## config.mk

```make
export PLATFORM = sky130hd
export DESIGN_NAME = nibble_serial_add_ctrl
export DESIGN_NICKNAME = d
export VERILOG_FILES = /design/src/rtl/nibble_serial_add_ctrl.sv
export SDC_FILE = /design/constraint.sdc
export NUM_CORES = 1
export LEC_CHECK = 0
export BUFFER_PORTS_ARGS = -buffer_cell sky130_fd_sc_hd__buf_4
export CORE_MARGIN = 1
export CORE_UTILIZATION = 52
export DETAILED_ROUTE_END_ITERATION = 7
export GPL_ROUTABILITY_DRIVEN = 0
export GPL_TIMING_DRIVEN = 0
export PLACE_DENSITY_LB_ADDON = 0.05
export SLEW_MARGIN = 40
export SYNTH_ARGS = -nofsm -noshare
export SYNTH_HDL_FRONTEND = slang
export SYNTH_SLANG_ARGS = --single-unit
```

## constraint.sdc

```tcl
create_clock -name clk -period 2.2 [get_ports clk]
set_input_delay 0 -clock clk [delete_from_list [all_inputs] [get_ports clk]]
set_output_delay 0 -clock clk [all_outputs]
set_load 0.005 [all_outputs]
```

## src/rtl/nibble_serial_add_ctrl.sv

```systemverilog
// Nibble-serial adder controller.
// Feeds one 4-bit slice of each operand per clock to an external 4-bit
// ripple-carry adder, chains the carry between slices and assembles the
// sum nibbles into a full-width result with a final carry-out.
module nibble_serial_add_ctrl #(
  parameter int WIDTH = 16
) (
  input  logic             clk,
  input  logic             rst,
  input  logic             start,
  input  logic [WIDTH-1:0] op_a,
  input  logic [WIDTH-1:0] op_b,
  input  logic             cin,
  output logic             busy,
  output logic             done,
  output logic [WIDTH-1:0] result,
  output logic             cout,
  output logic [3:0]       adder_a,
  output logic [3:0]       adder_b,
  output logic             adder_cin,
  input  logic [3:0]       adder_sum,
  input  logic             adder_cout
);

  localparam int NIB  = WIDTH / 4;
  localparam int IDXW = (NIB > 1) ? $clog2(NIB) : 1;
  localparam logic [IDXW-1:0] IDX_LAST = IDXW'(NIB - 1);

  typedef enum logic [1:0] {
    IDLE = 2'd0,
    RUN  = 2'd1,
    DONE = 2'd2
  } state_t;

  state_t           state_q, state_d;
  logic [WIDTH-1:0] a_q, a_d;
  logic [WIDTH-1:0] b_q, b_d;
  logic             carry_q, carry_d;
  logic [IDXW-1:0]  idx_q, idx_d;
  logic [WIDTH-1:0] result_q, result_d;
  logic             cout_q, cout_d;
  logic             busy_q, busy_d;
  logic             done_q, done_d;

  // Next-state and datapath update; busy/done are decoded from the next
  // state so that they come straight out of flops.
  always_comb begin
    state_d  = state_q;
    a_d      = a_q;
    b_d      = b_q;
    carry_d  = carry_q;
    idx_d    = idx_q;
    result_d = result_q;
    cout_d   = cout_q;
    unique case (state_q)
      IDLE: begin
        if (start) begin
          a_d      = op_a;
          b_d      = op_b;
          carry_d  = cin;
          idx_d    = '0;
          result_d = '0;
          state_d  = RUN;
        end
      end
      RUN: begin
        result_d[4*idx_q +: 4] = adder_sum;
        carry_d                = adder_cout;
        if (idx_q == IDX_LAST) begin
          // Hold idx on the last slice so it never wraps mid-operation.
          cout_d  = adder_cout;
          state_d = DONE;
        end else begin
          idx_d = idx_q + 1'b1;
        end
      end
      DONE: begin
        state_d = IDLE;
      end
      default: begin
        state_d = IDLE;
      end
    endcase
    busy_d = (state_d != IDLE);
    done_d = (state_d == DONE);
  end

  // All controller state, cleared asynchronously on reset.
  always_ff @(posedge clk or posedge rst) begin
    if (rst) begin
      state_q  <= IDLE;
      a_q      <= '0;
      b_q      <= '0;
      carry_q  <= 1'b0;
      idx_q    <= '0;
      result_q <= '0;
      cout_q   <= 1'b0;
      busy_q   <= 1'b0;
      done_q   <= 1'b0;
    end else begin
      state_q  <= state_d;
      a_q      <= a_d;
      b_q      <= b_d;
      carry_q  <= carry_d;
      idx_q    <= idx_d;
      result_q <= result_d;
      cout_q   <= cout_d;
      busy_q   <= busy_d;
      done_q   <= done_d;
    end
  end

  // Adder drive: current slice and chained carry in RUN, quiet otherwise.
  always_comb begin
    adder_a   = 4'd0;
    adder_b   = 4'd0;
    adder_cin = 1'b0;
    if (state_q == RUN) begin
      adder_a   = a_q[4*idx_q +: 4];
      adder_b   = b_q[4*idx_q +: 4];
      adder_cin = carry_q;
    end
  end

  assign busy   = busy_q;
  assign done   = done_q;
  assign result = result_q;
  assign cout   = cout_q;

endmodule

```

Yosys cells after proc, flatten, opt, wreduce, memory -nomap -nowiden
Index checks and enable logic that the tools add are counted.
Widths: inputs -> output; s select.

word-level totals
  input port bits = 41
  logic and storage cells = 41
  flip-flop bits (word level) = 56

cells by class
  equal/unequal tests = 5
  reduce and logical (&&, ||, !) cells = 7
  $add $sub $neg = 2
  multiplexer cells = 14
  shift operators = 4

operator list
  operator                 number
  $neg 4->34               1
  $shift 4x34->16 const A  1
  $shiftx 4x34->16         1
  $pmux 16 s2              1
  $shiftx 16x5->4          2
  $bwmux 16                1
  $mux 16                  1
  $mux 2                   4
  $mux 4                   2
  $pmux 2 s2               2
  $reduce_and 2->1         3
  $eq 2x2->1 const B       2
  $ne 2x2->1 const B       2
  $reduce_bool 2->1        2
  $reduce_and 3->1         1
  $add 2x1->2 const B      1
  $eq 2x1->1 const B       1
  $logic_not 2->1          1
  $mux 1                   2
  $pmux 1 s2               1

Longest topological paths before layout
  depth in word-level cells = 4
  mapped depth = 6
  depth with buffers taken out = 5

Worst setup path after synthesis
Ideal clock, no wire load.

  path type = reg2reg
  start = register idx_q[1]
  end = register result_q[0] (netlist: result[0])
  stages on the path, launching flop included = 6
  arrival = 1.705 ns
  period minus slack after synthesis = 1.772 ns
  setup time = 0.067 ns
  data required time = 2.133 ns
  path slack = 0.428 ns
  path through = dfrtp_1 > clkbuf_1 > inv_1 > ha_1 > nor4_2 > a22o_1

on the way
  cells in the longest elaborated chain, start to end = 4
  elaborated cells between the ends (all ways) = 5

RTL lines
  item                                                 RTL line  RTL
  start: declaration                                   39        logic [IDXW-1:0] idx_q, idx_d;
  start signal: assignment                             105       idx_q <= idx_d;
  $neg 4->34 *                                         67        result_d[4*idx_q +: 4] = adder_sum;
  $shiftx 4x34->16 or $shift 4x34->16 (tied branches)  67
  $bwmux 16 *                                          67
  $pmux 16 s2 *                                        55        unique case (state_q)
  end signal: assignment                               106       result_q <= result_d;
  end: declaration                                     40        logic [WIDTH-1:0] result_q, result_d;

Every way passes the cells marked *; elsewhere a longest branch is shown, timed or not.
A chain may end at the register's enable or synchronous reset.

Worst setup path after layout
  start = register idx_q[0]
  end = register result_q[0] (netlist: result[0])

The elaborated chain is that of the path after synthesis.

==> metrics.txt <==
run status finished clean; dominant synthesized flop cell dfrtp_1; Required @ worst endpoint between 2 and 2.5 ns; largest net degree at the start of global routing 37; Row Count 25; delay-heaviest family, CP flip-flops; clk slew on worst S/H paths about 0.09 ns; largest family of logic cells by synthesized area multiplexers; HP Class in -> reg; worst path bufs/invs 2; Synth Area in Adders just under 3%; Compound-Gate Fraction of Synth Area 8.76%; Seq/Total Area, Yosys 54.8%; main area contributors after synthesis dfrtp_1 55%, mux2_2 12%, a22o_1 5.5%; Die Height about 72 um; RSZ-0062 raised after global routing no; worst endpoint data arrival time between 2 and 2.5 ns; TritonCTS Sinks 56; syn_nets between 200 and 250; Boundary Pins between 60 and 70; CTS HTree Levels 2; Final Power about 4.5 mW; CTS root buf clkbuf_8; Pleak between 1.5 and 2 nW; Synth Area in XOR/XNOR 0%; Yosys Warn Count 0; Via density between 5 and 6; simple-gate area share of the yosys netlist 8.27%; Distinct cells, synth 31; post-route ant nets 0; Slowest-stage cell, CP dfrtp_1; Clock Tree Buf Depth 2; Cell Chain, Critical Path buf_6 > inv_4 > ha_1 > nor4_2 > a22o_1; Layout area overhead 42.7%; Setup CP Type reg -> reg; Max Slew Vio Count 0; initial core utilization approximately 54%; VDD IR max 0.613 mV; CTS Buf Count 5; Max Fclk ~500 MHz; Die W a little over 70 um; Layout Skew about 0.0052 ns; Post-Synthesis Cells around 170; Critical Path Max Stage Delay between 0.5 and 0.6 ns; Post-synth EDFFs 0; commonest non-fill, non-tap cell in the layout buf_4; layout cell share with drive strength beyond 1 a little over two fifths; worst slew pin tran roughly 0.44 ns; Mean Syn Cell Area ~15 um^2; Residual DRC 0; first-pass GRT wire length approximately 9400 um; Mapped Area about 2600 um^2; most frequent cells in the layout 73 x buf_4, 56 x dfrtp_1, 38 x dlygate4sd3_1; CTS tree done; worst slack at placement -0.0405 ns; dpl hpwl ~3700 um; insertion delay to the later sink of the worst-skew pair approximately 0.30 ns; final critical-path share of the clock period approximately nine tenths; critical path fanouts, max 10; Routed WL 5560 um; gr usage total 24.1%; Pre-Repair DR Iteration Count 4; port buffer count approximately 70; pwr dens 1240 nW/um^2; die area 5200 um^2; Routed WL per cell 15.6 um; drt initial violations slightly above 70; Period minus WS final between 2 and 2.5 ns; maxcap violations 0; Setup crit end kind flip-flop; Max-slew headroom 70.3%; final worst slack just under 0.2 ns; share of the synthesized area in the top cell type 54.8%; Async SR Flop Fraction between 90% and 100%; mux cell area share after synthesis ~22%; Setup-failing EPs final 0; core region area ~4700 um^2; gr ovfl total 0; Synth area leader dfrtp_1; vias in the first global route 1,984; via count approximately 1,900; Synth Register Bits between 50 and 60; initial antenna violation count 0; Post-layout nets approximately 340; # diodes 0; CP Launch Type flip-flop; Final Hold Violating Endpoints 0
area by class of cell:
class / instances / area [um^2]
clock inverters: 2 / 10.0
fillers: 303 / 1070
flip-flops and latches: 56 / 1400
well taps: 67 / 83.8
plain buffers: 8 / 58.8
multi-input cells: 104 / 1070
repair buffers: 107 / 911
clock buffers: 6 / 82.6
inverters: 6 / 27.5
flip-flops by register name (all words and copies together), names as in the netlist:
signal	cells
a_q	16
b_q	16
busy	1
carry_q	1
cout	1
done	1
idx_q	2
result	16
state_q	2
synth_stat cells (2+ instances only):
library cell and instances:
a21o_1 4, a21oi_1 3, a22o_1 16, and3_1 3, buf_4 5, dfrtp_1 56
ha_1 6, inv_1 4, mux2_1 6, mux2_2 27, mux4_1 3, mux4_2 5
nand2_1 6, nand2b_2 2, nor2b_1 8, nor4_2 2, nor4_4 2, o22ai_1 3
routing by layer:
| layer | vias to the layer above | GRT usage [%] | wire (um) |
|---|---|---|---|
| li1 | 876 | - | - |
| met1 | 943 | 29.2 | 2260 |
| met2 | 56 | 41.2 | 2940 |
| met3 | 12 | 5.97 | 260 |
| met4 | 0 | 9.80 | 99 |
| met5 | - | 0 | 0 |
worst paths after layout:
path	start	cells past startpoint	slack, ns	end
max in group asynchronous	rst	4	1.54	state_q[1]
setup / recovery	idx_q[0]	5	0.20	result[0]
min in group asynchronous	rst	3	0.20	b_q[9]
setup reg to reg	idx_q[0]	5	0.20	result[0]
hold reg to reg	b_q[1]	1	0.50	b_q[1]
hold / removal	start	3	0.01	busy
per-stage QoR:
stage                     TNS (ns)  instance area, um^2  std cells  utilization [%]  hold slack (ns)
after floorplan                  0                 2560        174                -            0.133
after global placement    -0.00728                 3150        309             66.7            0.218
after detailed placement    -0.178                 3170        310             67.2          -0.0273
after CTS                        0                 3650        356             77.2          0.00236
after global routing             0                 3650        356             77.2           0.0349
final                            0                 3650        356             77.2          0.00982
logic make-up after synthesis:
family,Yosys count
buffers and inverters,14
adders and majority gates,6
muxes,41
and+or+nand+nor,28
DFF,56
AOI/OAI and AO/OA,29
worst register-to-register path, delay by kind of cell, from the launching register on:
family                     cells  cell delay, ns
DFF                            1            0.56
and+or+nand+nor                1            0.48
adders and majority gates      1            0.37
buffers and inverters          2            0.33
AOI/OAI and AO/OA              1            0.20
where the power goes:
group	internal [mW]	switching, mW
Sequential	1.50	0.275
Clock	0.252	0.314
Combinational	1.30	0.885
timing repair:
action,CTS,global route
buffers inserted,0,0
hold endpoints to repair,106,0
resized for setup,1,0
hold buffers,38,0
endpoints found under the setup margin,8,0
Power figures use the tool's default switching activity.
